### src/rtl/pipeline_pkg.sv
// pipeline_pkg: shared types for the 5-stage pipeline hazard controller.
//   REG_ADDR_W  - register-address width
//   fwd_sel_t   - E-stage ALU operand source select
//   stage_tag_t - per-stage tracking tag {valid, regwrite, rd}
//   tagHits()   - true when a stage will write the given source register
package pipeline_pkg;

  localparam int REG_ADDR_W = 5;

  typedef enum logic [1:0] {
    FWD_RF = 2'b00,
    FWD_W  = 2'b01,
    FWD_M  = 2'b10
  } fwd_sel_t;

  typedef struct packed {
    logic                  valid;
    logic                  regwrite;
    logic [REG_ADDR_W-1:0] rd;
  } stage_tag_t;

  // x0 is hard-wired to zero, so a write to it never produces a value worth
  // forwarding.
  function automatic logic tagHits(input stage_tag_t tag,
                                   input logic [REG_ADDR_W-1:0] rs);
    return tag.valid & tag.regwrite & (tag.rd != '0) & (tag.rd == rs);
  endfunction

endpackage

### src/rtl/pipeline_ctrl_if.sv
// pipeline_ctrl_if: datapath <-> hazard controller signal bundle.
//   master: datapath side (drives D/E/M instruction info, receives controls)
//   slave : controller side (pipeline_ctrl)
// Inputs : rs1_d, rs2_d, rd_d, regwrite_d, load_d, pcsrc_e, mem_req_m,
//          mem_ready_m
// Outputs: stall_f, stall_d, flush_d, flush_e, stall_em, bubble_w,
//          fwd_a_e, fwd_b_e, valid_w
//
// Handshake: the data-memory access of the M instruction is a req/ready
// pair. It completes on the first cycle with mem_req_m & mem_ready_m both
// high; every cycle with mem_req_m high and mem_ready_m low holds the whole
// pipe (F..M frozen, W gets a bubble). mem_req_m must stay high and the M
// instruction unchanged until completion.
interface pipeline_ctrl_if #(
  parameter int REG_ADDR_W = 5
);
  logic [REG_ADDR_W-1:0] rs1_d;
  logic [REG_ADDR_W-1:0] rs2_d;
  logic [REG_ADDR_W-1:0] rd_d;
  logic                  regwrite_d;
  logic                  load_d;
  logic                  pcsrc_e;
  logic                  mem_req_m;
  logic                  mem_ready_m;

  logic                  stall_f;
  logic                  stall_d;
  logic                  flush_d;
  logic                  flush_e;
  logic                  stall_em;
  logic                  bubble_w;
  logic [1:0]            fwd_a_e;
  logic [1:0]            fwd_b_e;
  logic                  valid_w;

  modport master (
    output rs1_d, rs2_d, rd_d, regwrite_d, load_d, pcsrc_e, mem_req_m,
           mem_ready_m,
    input  stall_f, stall_d, flush_d, flush_e, stall_em, bubble_w,
           fwd_a_e, fwd_b_e, valid_w
  );

  modport slave (
    input  rs1_d, rs2_d, rd_d, regwrite_d, load_d, pcsrc_e, mem_req_m,
           mem_ready_m,
    output stall_f, stall_d, flush_d, flush_e, stall_em, bubble_w,
           fwd_a_e, fwd_b_e, valid_w
  );
endinterface

### src/rtl/hazard_fwd_sel.sv
// hazard_fwd_sel: forwarding select for one E-stage source operand.
//   rsE    - source register of the instruction in E
//   tagM   - tag of the instruction in M
//   tagW   - tag of the instruction in W
//   fwdSel - FWD_M if M produces rsE, else FWD_W if W does, else FWD_RF
// M wins over W because it holds the younger (more recent) write.
module hazard_fwd_sel
  import pipeline_pkg::*;
(
  input  logic [REG_ADDR_W-1:0] rsE,
  input  stage_tag_t            tagM,
  input  stage_tag_t            tagW,
  output fwd_sel_t              fwdSel
);

  always_comb begin
    fwdSel = FWD_RF;
    if (tagHits(tagM, rsE)) begin
      fwdSel = FWD_M;
    end else if (tagHits(tagW, rsE)) begin
      fwdSel = FWD_W;
    end
  end

endmodule

### src/rtl/pipeline_ctrl.sv
// pipeline_ctrl: hazard and sequencing controller for a 5-stage RISC-V
// pipeline (F/D/E/M/W).
//   clk  - clock, all state updates on the rising edge
//   rst  - synchronous active-high reset
//   bus  - pipeline_ctrl_if.slave: D/E/M instruction info in, pipeline
//          register enables/flushes, forwarding selects and valid_w out
// Optional build macro PIPELINE_CTRL_PERF_EN adds perf_cycles, perf_stalls
// and perf_flushes (DATA_WIDTH bits each, wrapping, cleared by rst).
//
// Priority of pipeline events: mem_stall > redirect > load_use.
//   mem_stall: freeze F..M, bubble into W, hold off flushes and load-use.
//   redirect : flush D and E (two bubbles); the D instruction is wrong-path,
//              so any load-use it would cause is ignored.
//   load_use : hold F and D one cycle, bubble into E.
// All outputs are combinational and forced low while rst is high.
module pipeline_ctrl #(
  parameter int REG_ADDR_W = pipeline_pkg::REG_ADDR_W,
  parameter int DATA_WIDTH = 32
) (
  input  logic                  clk,
  input  logic                  rst,
  pipeline_ctrl_if.slave        bus
`ifdef PIPELINE_CTRL_PERF_EN
  ,
  output logic [DATA_WIDTH-1:0] perf_cycles,
  output logic [DATA_WIDTH-1:0] perf_stalls,
  output logic [DATA_WIDTH-1:0] perf_flushes
`endif
);

  import pipeline_pkg::*;

  // Stage tags are sized by the package; reject a mismatched override.
  if (DATA_WIDTH < 1 || REG_ADDR_W != pipeline_pkg::REG_ADDR_W) begin : gBadParams
    $error("pipeline_ctrl: unsupported parameter values");
  end

  logic                  validD;
  stage_tag_t            tagE;
  stage_tag_t            tagM;
  stage_tag_t            tagW;
  logic                  loadE;
  logic [REG_ADDR_W-1:0] rs1E;
  logic [REG_ADDR_W-1:0] rs2E;

  logic                  memStall;
  logic                  redirect;
  logic                  loadUse;
  logic                  stallFD;
  logic                  flushE;
  stage_tag_t            tagD;
  fwd_sel_t              fwdA;
  fwd_sel_t              fwdB;

  assign memStall = tagM.valid & bus.mem_req_m & ~bus.mem_ready_m;
  assign redirect = tagE.valid & bus.pcsrc_e & ~memStall;
  assign loadUse  = tagE.valid & loadE & (tagE.rd != '0)
                  & ((tagE.rd == bus.rs1_d) | (tagE.rd == bus.rs2_d))
                  & validD & ~redirect & ~memStall;

  assign stallFD  = memStall | loadUse;
  assign flushE   = redirect | loadUse;
  assign tagD     = '{valid: validD, regwrite: bus.regwrite_d, rd: bus.rd_d};

  hazard_fwd_sel uFwdA (
    .rsE    (rs1E),
    .tagM   (tagM),
    .tagW   (tagW),
    .fwdSel (fwdA)
  );

  hazard_fwd_sel uFwdB (
    .rsE    (rs2E),
    .tagM   (tagM),
    .tagW   (tagW),
    .fwdSel (fwdB)
  );

  assign bus.stall_f  = ~rst & stallFD;
  assign bus.stall_d  = ~rst & stallFD;
  assign bus.flush_d  = ~rst & redirect;
  assign bus.flush_e  = ~rst & flushE;
  assign bus.stall_em = ~rst & memStall;
  assign bus.bubble_w = ~rst & memStall;
  assign bus.valid_w  = ~rst & tagW.valid;
  assign bus.fwd_a_e  = rst ? FWD_RF : fwdA;
  assign bus.fwd_b_e  = rst ? FWD_RF : fwdB;

  always_ff @(posedge clk) begin
    if (rst) begin
      validD <= 1'b0;
      tagE   <= '0;
      tagM   <= '0;
      tagW   <= '0;
      loadE  <= 1'b0;
      rs1E   <= '0;
      rs2E   <= '0;
    end else begin
      // D: killed by a redirect, held while F/D is stalled, otherwise the
      // fetched instruction is real.
      if (redirect) begin
        validD <= 1'b0;
      end else if (!stallFD) begin
        validD <= 1'b1;
      end

      if (!memStall) begin
        // Source tags are loaded even for a bubble; only valid/regwrite
        // matter in a bubble.
        rs1E <= bus.rs1_d;
        rs2E <= bus.rs2_d;
        if (flushE) begin
          tagE  <= '{valid: 1'b0, regwrite: 1'b0, rd: bus.rd_d};
          loadE <= 1'b0;
        end else begin
          tagE  <= tagD;
          loadE <= bus.load_d;
        end
        tagM <= tagE;
        tagW <= tagM;
      end else begin
        tagW <= '0;
      end
    end
  end

`ifdef PIPELINE_CTRL_PERF_EN
  always_ff @(posedge clk) begin
    if (rst) begin
      perf_cycles  <= '0;
      perf_stalls  <= '0;
      perf_flushes <= '0;
    end else begin
      perf_cycles <= perf_cycles + DATA_WIDTH'(1);
      if (stallFD) begin
        perf_stalls <= perf_stalls + DATA_WIDTH'(1);
      end
      if (redirect) begin
        perf_flushes <= perf_flushes + DATA_WIDTH'(1);
      end
    end
  end
`endif

endmodule
### src/flat_wrapper.sv
// flat-port wrapper written by rule: the top's interface ports become plain ports
module pipeline_ctrl_flat import pipeline_pkg::*;
#(
  parameter int REG_ADDR_W = pipeline_pkg::REG_ADDR_W,
  parameter int DATA_WIDTH = 32
)
  (clk, rst, bus_rs1_d, bus_rs2_d, bus_rd_d, bus_regwrite_d, bus_load_d, bus_pcsrc_e, bus_mem_req_m, bus_mem_ready_m, bus_stall_f, bus_stall_d, bus_flush_d, bus_flush_e, bus_stall_em, bus_bubble_w, bus_fwd_a_e, bus_fwd_b_e, bus_valid_w);
  pipeline_ctrl_if #(.REG_ADDR_W(REG_ADDR_W)) bus_i ();
  input  logic clk;
  input  logic rst;
  input wire logic [$bits(bus_i.rs1_d)-1:0] bus_rs1_d;
  input wire logic [$bits(bus_i.rs2_d)-1:0] bus_rs2_d;
  input wire logic [$bits(bus_i.rd_d)-1:0] bus_rd_d;
  input wire logic [$bits(bus_i.regwrite_d)-1:0] bus_regwrite_d;
  input wire logic [$bits(bus_i.load_d)-1:0] bus_load_d;
  input wire logic [$bits(bus_i.pcsrc_e)-1:0] bus_pcsrc_e;
  input wire logic [$bits(bus_i.mem_req_m)-1:0] bus_mem_req_m;
  input wire logic [$bits(bus_i.mem_ready_m)-1:0] bus_mem_ready_m;
  output wire logic [$bits(bus_i.stall_f)-1:0] bus_stall_f;
  output wire logic [$bits(bus_i.stall_d)-1:0] bus_stall_d;
  output wire logic [$bits(bus_i.flush_d)-1:0] bus_flush_d;
  output wire logic [$bits(bus_i.flush_e)-1:0] bus_flush_e;
  output wire logic [$bits(bus_i.stall_em)-1:0] bus_stall_em;
  output wire logic [$bits(bus_i.bubble_w)-1:0] bus_bubble_w;
  output wire logic [$bits(bus_i.fwd_a_e)-1:0] bus_fwd_a_e;
  output wire logic [$bits(bus_i.fwd_b_e)-1:0] bus_fwd_b_e;
  output wire logic [$bits(bus_i.valid_w)-1:0] bus_valid_w;
  assign bus_i.rs1_d = bus_rs1_d;
  assign bus_i.rs2_d = bus_rs2_d;
  assign bus_i.rd_d = bus_rd_d;
  assign bus_i.regwrite_d = bus_regwrite_d;
  assign bus_i.load_d = bus_load_d;
  assign bus_i.pcsrc_e = bus_pcsrc_e;
  assign bus_i.mem_req_m = bus_mem_req_m;
  assign bus_i.mem_ready_m = bus_mem_ready_m;
  assign bus_stall_f = bus_i.stall_f;
  assign bus_stall_d = bus_i.stall_d;
  assign bus_flush_d = bus_i.flush_d;
  assign bus_flush_e = bus_i.flush_e;
  assign bus_stall_em = bus_i.stall_em;
  assign bus_bubble_w = bus_i.bubble_w;
  assign bus_fwd_a_e = bus_i.fwd_a_e;
  assign bus_fwd_b_e = bus_i.fwd_b_e;
  assign bus_valid_w = bus_i.valid_w;
  pipeline_ctrl #(.REG_ADDR_W(REG_ADDR_W), .DATA_WIDTH(DATA_WIDTH)) u_core (.clk(clk), .rst(rst), .bus(bus_i));
endmodule
### config.mk
export PLATFORM = sky130hd
export DESIGN_NAME = pipeline_ctrl_flat
export DESIGN_NICKNAME = d
export VERILOG_FILES = /design/src/rtl/pipeline_pkg.sv /design/src/rtl/pipeline_ctrl_if.sv /design/src/rtl/hazard_fwd_sel.sv /design/src/rtl/pipeline_ctrl.sv /design/src/flat_wrapper.sv
export SDC_FILE = /design/constraint.sdc
export NUM_CORES = 1
export LEC_CHECK = 0
export CELL_PAD_IN_SITES_DETAIL_PLACEMENT = 1
export CELL_PAD_IN_SITES_GLOBAL_PLACEMENT = 2
export CORE_ASPECT_RATIO = 1.4
export CORE_UTILIZATION = 29
export CTS_CLUSTER_SIZE = 30
export DETAILED_ROUTE_END_ITERATION = 16
export PLACE_DENSITY_LB_ADDON = 0.1
export SLEW_MARGIN = 20
export SYNTH_ARGS = -nofsm -noshare
export SYNTH_HDL_FRONTEND = slang
export SYNTH_HIERARCHICAL = 1
export SYNTH_SLANG_ARGS = --single-unit
### constraint.sdc
create_clock -name clk -period 2.4 [get_ports clk]
set_input_delay 0.72 -clock clk [delete_from_list [all_inputs] [get_ports clk]]
set_output_delay 0.72 -clock clk [all_outputs]
set_load 0.03 [all_outputs]
==> impl_results.html <==
<table>
<tr><th>Metric</th><th>Value</th></tr>
<tr><th colspan="2">Synth</th></tr>
<tr><td>Number of synthesized register bits</td><td>33</td></tr>
<tr><td>Post-Synthesis Cells</td><td>198</td></tr>
<tr><td>Yosys synthesis warning count</td><td>6</td></tr>
<tr><td>Number of synthesized flops with an enable pin</td><td>0</td></tr>
<tr><td>Area share of the leading cell type in the synthesized netlist</td><td>0.404</td></tr>
<tr><td>FFs w/ async S/R, synth</td><td>0</td></tr>
<tr><td>Leading area contributor after synthesis</td><td>sky130_fd_sc_hd__dfxtp_1</td></tr>
<tr><td>Post-synthesis cell area</td><td>1640 sq um</td></tr>
<tr><td>Synth top area cells</td><td>sky130_fd_sc_hd__dfxtp_1 (40%), sky130_fd_sc_hd__nand2_1 (11%), sky130_fd_sc_hd__xnor2_1 (9.6%)</td></tr>
<tr><td>Sequential element share of the synthesized area</td><td>0.404</td></tr>
<tr><td>Top cells by instance count after synthesis</td><td>sky130_fd_sc_hd__nand2_1 (46), sky130_fd_sc_hd__dfxtp_1 (33), sky130_fd_sc_hd__a21oi_1 (22)</td></tr>
<tr><td>Synth Flop Type</td><td>sky130_fd_sc_hd__dfxtp_1</td></tr>
<tr><td>Most frequent cell after synthesis</td><td>sky130_fd_sc_hd__nand2_1</td></tr>
<tr><td>Unique masters post-synth</td><td>33</td></tr>
<tr><td>Post-Syn Area per Cell</td><td>8.26 sq um</td></tr>
<tr><td>Synthesized net count</td><td>220</td></tr>
<tr><th colspan="2">Worst setup path</th></tr>
<tr><td>Maximum fanout along the worst path</td><td>3</td></tr>
<tr><td>Startpoint Class</td><td>input port</td></tr>
<tr><td>Worst endpoint required time</td><td>1.68 ns</td></tr>
<tr><td>Cell Chain, Critical Path</td><td>buf_6 &gt; xor2_1 &gt; nor3_2 &gt; nand3_2 &gt; a21oi_4 &gt; o21ba_4 &gt; buf_6</td></tr>
<tr><td>Critical path's most frequent cell</td><td>sky130_fd_sc_hd__buf_6</td></tr>
<tr><td>Critical-path cell with the highest stage delay</td><td>sky130_fd_sc_hd__nor3_2</td></tr>
<tr><td>Peak per-stage delay on the critical path</td><td>0.23 ns</td></tr>
<tr><td>Type of the worst setup path</td><td>in -&gt; out</td></tr>
<tr><td>Cell family with the largest share of critical-path delay</td><td>compound AO/OA/AOI/OAI gates</td></tr>
<tr><td>Data arrival at the endpoint of the critical path</td><td>1.78 ns</td></tr>
<tr><td>Crit path capture type</td><td>output port</td></tr>
<tr><td>Worst Path Buf+Inv</td><td>2</td></tr>
<tr><th colspan="2">Clocking</th></tr>
<tr><td>CTS max path bufs</td><td>2</td></tr>
<tr><td>CTS clk-pin slew, worst paths</td><td>0.07 ns</td></tr>
<tr><td>Total CTS buffers</td><td>5</td></tr>
<tr><td>H-Tree Depth</td><td>2</td></tr>
<tr><td>CTS Root Cell</td><td>sky130_fd_sc_hd__clkbuf_8</td></tr>
<tr><td>Post-CTS Hold Buffers</td><td>0</td></tr>
<tr><td>Number of clock sinks</td><td>33</td></tr>
<tr><td>TritonCTS clock tree</td><td>done</td></tr>
<tr><td>Clock latency on the worst-skew pair</td><td>0.29 ns</td></tr>
<tr><th colspan="2">Global routing</th></tr>
<tr><td>Global-route wire length before repair</td><td>7.94 mm</td></tr>
<tr><td>Via count of the first global-routing pass</td><td>1646</td></tr>
<tr><td>Global-route total usage across every layer</td><td>0.177</td></tr>
<tr><td>Sum of overflow across all layers after global routing</td><td>0</td></tr>
<tr><td>Largest net degree at the start of global routing</td><td>25</td></tr>
<tr><td>Antenna violations before repair</td><td>0</td></tr>
<tr><th colspan="2">Placed design</th></tr>
<tr><td>Hpwl dp</td><td>3.68 mm</td></tr>
<tr><td>Quantity of I/O buffers inserted on ports</td><td>32</td></tr>
<tr><td>Pre-CTS setup slack</td><td>-0.619 ns</td></tr>
<tr><td>Placed Instances</td><td>299</td></tr>
<tr><td>RePlAce Congestion</td><td>0.791</td></tr>
<tr><th colspan="2">Timing</th></tr>
<tr><td>Relative slew margins</td><td>0.756</td></tr>
<tr><td>Smallest setup slack after layout</td><td>-0.0976 ns</td></tr>
<tr><td>Unrepaired setup endpoints after global routing</td><td>yes</td></tr>
<tr><td>Sum of negative setup slack</td><td>-0.362 ns</td></tr>
<tr><td>Slew Limit Fails</td><td>0</td></tr>
<tr><td>Minimum clock period</td><td>2.50 ns</td></tr>
<tr><td>Final hold violation count</td><td>0</td></tr>
<tr><td>Final setup violating endpoints</td><td>6</td></tr>
<tr><td>Highest clock frequency the design can meet</td><td>0.400 GHz</td></tr>
<tr><td>Worst clock skew</td><td>0.00664 ns</td></tr>
<tr><td>Period utilisation layout</td><td>1.04</td></tr>
<tr><td>Least-Margin Pin Slew</td><td>0.367 ns</td></tr>
<tr><th colspan="2">Floorplanning</th></tr>
<tr><td>Total number of placement rows</td><td>32</td></tr>
<tr><td>Top Ports</td><td>33</td></tr>
<tr><td>Core footprint</td><td>5490 sq um</td></tr>
<tr><td>Die extent in x</td><td>65.5 um</td></tr>
<tr><td>Die footprint</td><td>5950 sq um</td></tr>
<tr><td>Vertical die dimension</td><td>90.9 um</td></tr>
<tr><td>Starting density of the core</td><td>0.298</td></tr>
<tr><th colspan="2">Route</th></tr>
<tr><td>Count of antenna-violating nets left after detailed routing</td><td>0</td></tr>
<tr><td>Final WL</td><td>4.82 mm</td></tr>
<tr><td>Vias per Instance</td><td>4.78</td></tr>
<tr><td>DR pass1 iterations</td><td>4</td></tr>
<tr><td>Number of remaining DRC errors</td><td>0</td></tr>
<tr><td>Routed len/inst</td><td>15.6 um</td></tr>
<tr><td>Drt initial violations</td><td>38</td></tr>
<tr><td>Vias post-DR</td><td>1477</td></tr>
<tr><th colspan="2">Final layout</th></tr>
<tr><td>Area Growth Syn to Fin</td><td>46.3%</td></tr>
<tr><td>FF/Latch Area</td><td>684 sq um</td></tr>
<tr><td>Non-filler instance count after layout</td><td>309</td></tr>
<tr><td>Final Util</td><td>0.436</td></tr>
<tr><td>Ant. Diodes</td><td>0</td></tr>
<tr><td>Fill count</td><td>626</td></tr>
<tr><td>Proportion of layout cells with a drive suffix above 1</td><td>0.340</td></tr>
<tr><td>Nets</td><td>262</td></tr>
<tr><td>Area of the multi-input gates</td><td>1070 sq um</td></tr>
<tr><th colspan="2">Power and ir drop</th></tr>
<tr><td>Total power</td><td>1.44 mW</td></tr>
<tr><td>PD cells</td><td>601 nW/um^2</td></tr>
<tr><td>Max IR drop VDD</td><td>457 uV</td></tr>
<tr><td>Reported leakage power</td><td>0.921 nW</td></tr>
<tr><th colspan="2">Run status</th></tr>
<tr><td>Run status</td><td>complete, but fails checks</td></tr>
<tr><td>Failing checks</td><td>setup timing</td></tr>
<tr><th colspan="2">Job</th></tr>
<tr><td>Maximum capacitance violations</td><td>0</td></tr>
<tr><th colspan="2">Hold path</th></tr>
<tr><td>Class of the tightest hold or removal check</td><td>reg -&gt; reg</td></tr>
</table>
==> power breakdown <==
group | leakage [nW] | total (mW) | internal (mW) | switching, mW
registers | 0.277 | 0.619 | 0.575 | 0.0439
logic | 0.575 | 0.197 | 0.104 | 0.0931
clock network | 0.0681 | 0.623 | 0.413 | 0.210
==> kinds of logic after synthesis <==
| kind of cell | synth area share |
|---|---|
| flip-flops | 0.404 |
| AND/OR/NAND/NOR | 0.247 |
| AO/OA/AOI/OAI | 0.167 |
| XOR/XNOR | 0.139 |
| buffers and inverters | 0.0428 |
==> cell type report <==
class                   count  share of cell area
multi-input cells         149               0.448
well taps                  68              0.0356
repair buffers             46               0.166
clock buffers               5              0.0288
flip-flops and latches     33               0.286
clock inverters             3              0.0272
inverters                   5             0.00837
==> layer usage <==
metal | vias to the layer above | routed length, um | GRT usage
li1 | 746 | - | -
met2 | 23 | 2650 | 0.318
met1 | 702 | 1970 | 0.197
met5 | - | 0 | 0
met3 | 6 | 122 | 0.0379
met4 | 0 | 76 | 0.0652
==> tightest hold or removal path: stages (launching register included) <==
cell                      delay [ns]
sky130_fd_sc_hd__dfxtp_1        0.32
sky130_fd_sc_hd__nand2_1        0.05
sky130_fd_sc_hd__o21ai_1        0.05
==> path summary, 6_finish.rpt <==
check | cells past startpoint | to | from | slack (ns)
setup / recovery | 7 | bus_stall_f | bus_rs2_d[3] | -0.1
hold / removal | 2 | u_core/loadE | u_core/loadE | 0.46
setup reg to reg | 6 | u_core/loadE | u_core/tagE[4] | 0.81
hold reg to reg | 2 | u_core/loadE | u_core/loadE | 0.46
==> stage by stage <==
step / hold WS, ns / area [sq um]
after floorplan: 0.426 / 1640
after global placement: 0.441 / 2060
after detailed placement: 0.456 / 2060
after CTS: 0.466 / 2320
after global routing: 0.493 / 2390
final: 0.463 / 2390
==> registers in the layout, indices dropped and copies added, names as in the netlist <==
register,flops
u_core/validD,1
u_core/loadE,1
u_core/tagE,7
u_core/rs2E,5
u_core/tagW,7
u_core/rs1E,5
u_core/tagM,7
==> placed cells by master (no fill, tap or decap), types with 2 or more instances in the layout <==
master	instances
sky130_fd_sc_hd__buf_4	21
sky130_fd_sc_hd__and2_1	7
sky130_fd_sc_hd__clkinv_1	3
sky130_fd_sc_hd__dfxtp_1	22
sky130_fd_sc_hd__a21oi_1	21
sky130_fd_sc_hd__o2111ai_1	2
sky130_fd_sc_hd__xnor2_2	7
sky130_fd_sc_hd__nand4_1	2
sky130_fd_sc_hd__clkdlybuf4s50_1	7
sky130_fd_sc_hd__dlygate4sd2_1	5
sky130_fd_sc_hd__nand3_1	4
sky130_fd_sc_hd__buf_2	2
sky130_fd_sc_hd__o21ai_1	4
sky130_fd_sc_hd__nor2_1	4
sky130_fd_sc_hd__nand3_2	4
sky130_fd_sc_hd__nor2b_1	4
sky130_fd_sc_hd__dfxtp_4	4
sky130_fd_sc_hd__nand2_1	46
sky130_fd_sc_hd__o41ai_4	2
sky130_fd_sc_hd__nor4_1	2
sky130_fd_sc_hd__xor2_1	7
sky130_fd_sc_hd__bufinv_16	2
sky130_fd_sc_hd__clkinv_2	2
sky130_fd_sc_hd__dfxtp_2	7
sky130_fd_sc_hd__clkbuf_8	5
sky130_fd_sc_hd__buf_6	9
sky130_fd_sc_hd__a2111oi_4	2
sky130_fd_sc_hd__nor3_2	5
sky130_fd_sc_hd__xnor2_1	11
sky130_fd_sc_hd__o211ai_1	2
==> timing repair <==
item | 4_1_cts | 5_1_grt
setup buffers | 2 | 1
gates cloned | 0 | 0
setup endpoints to repair | 11 | 9
gates resized for setup | 72 | 16
pin swaps | 16 | 13
Power figures use the tool's default switching activity.
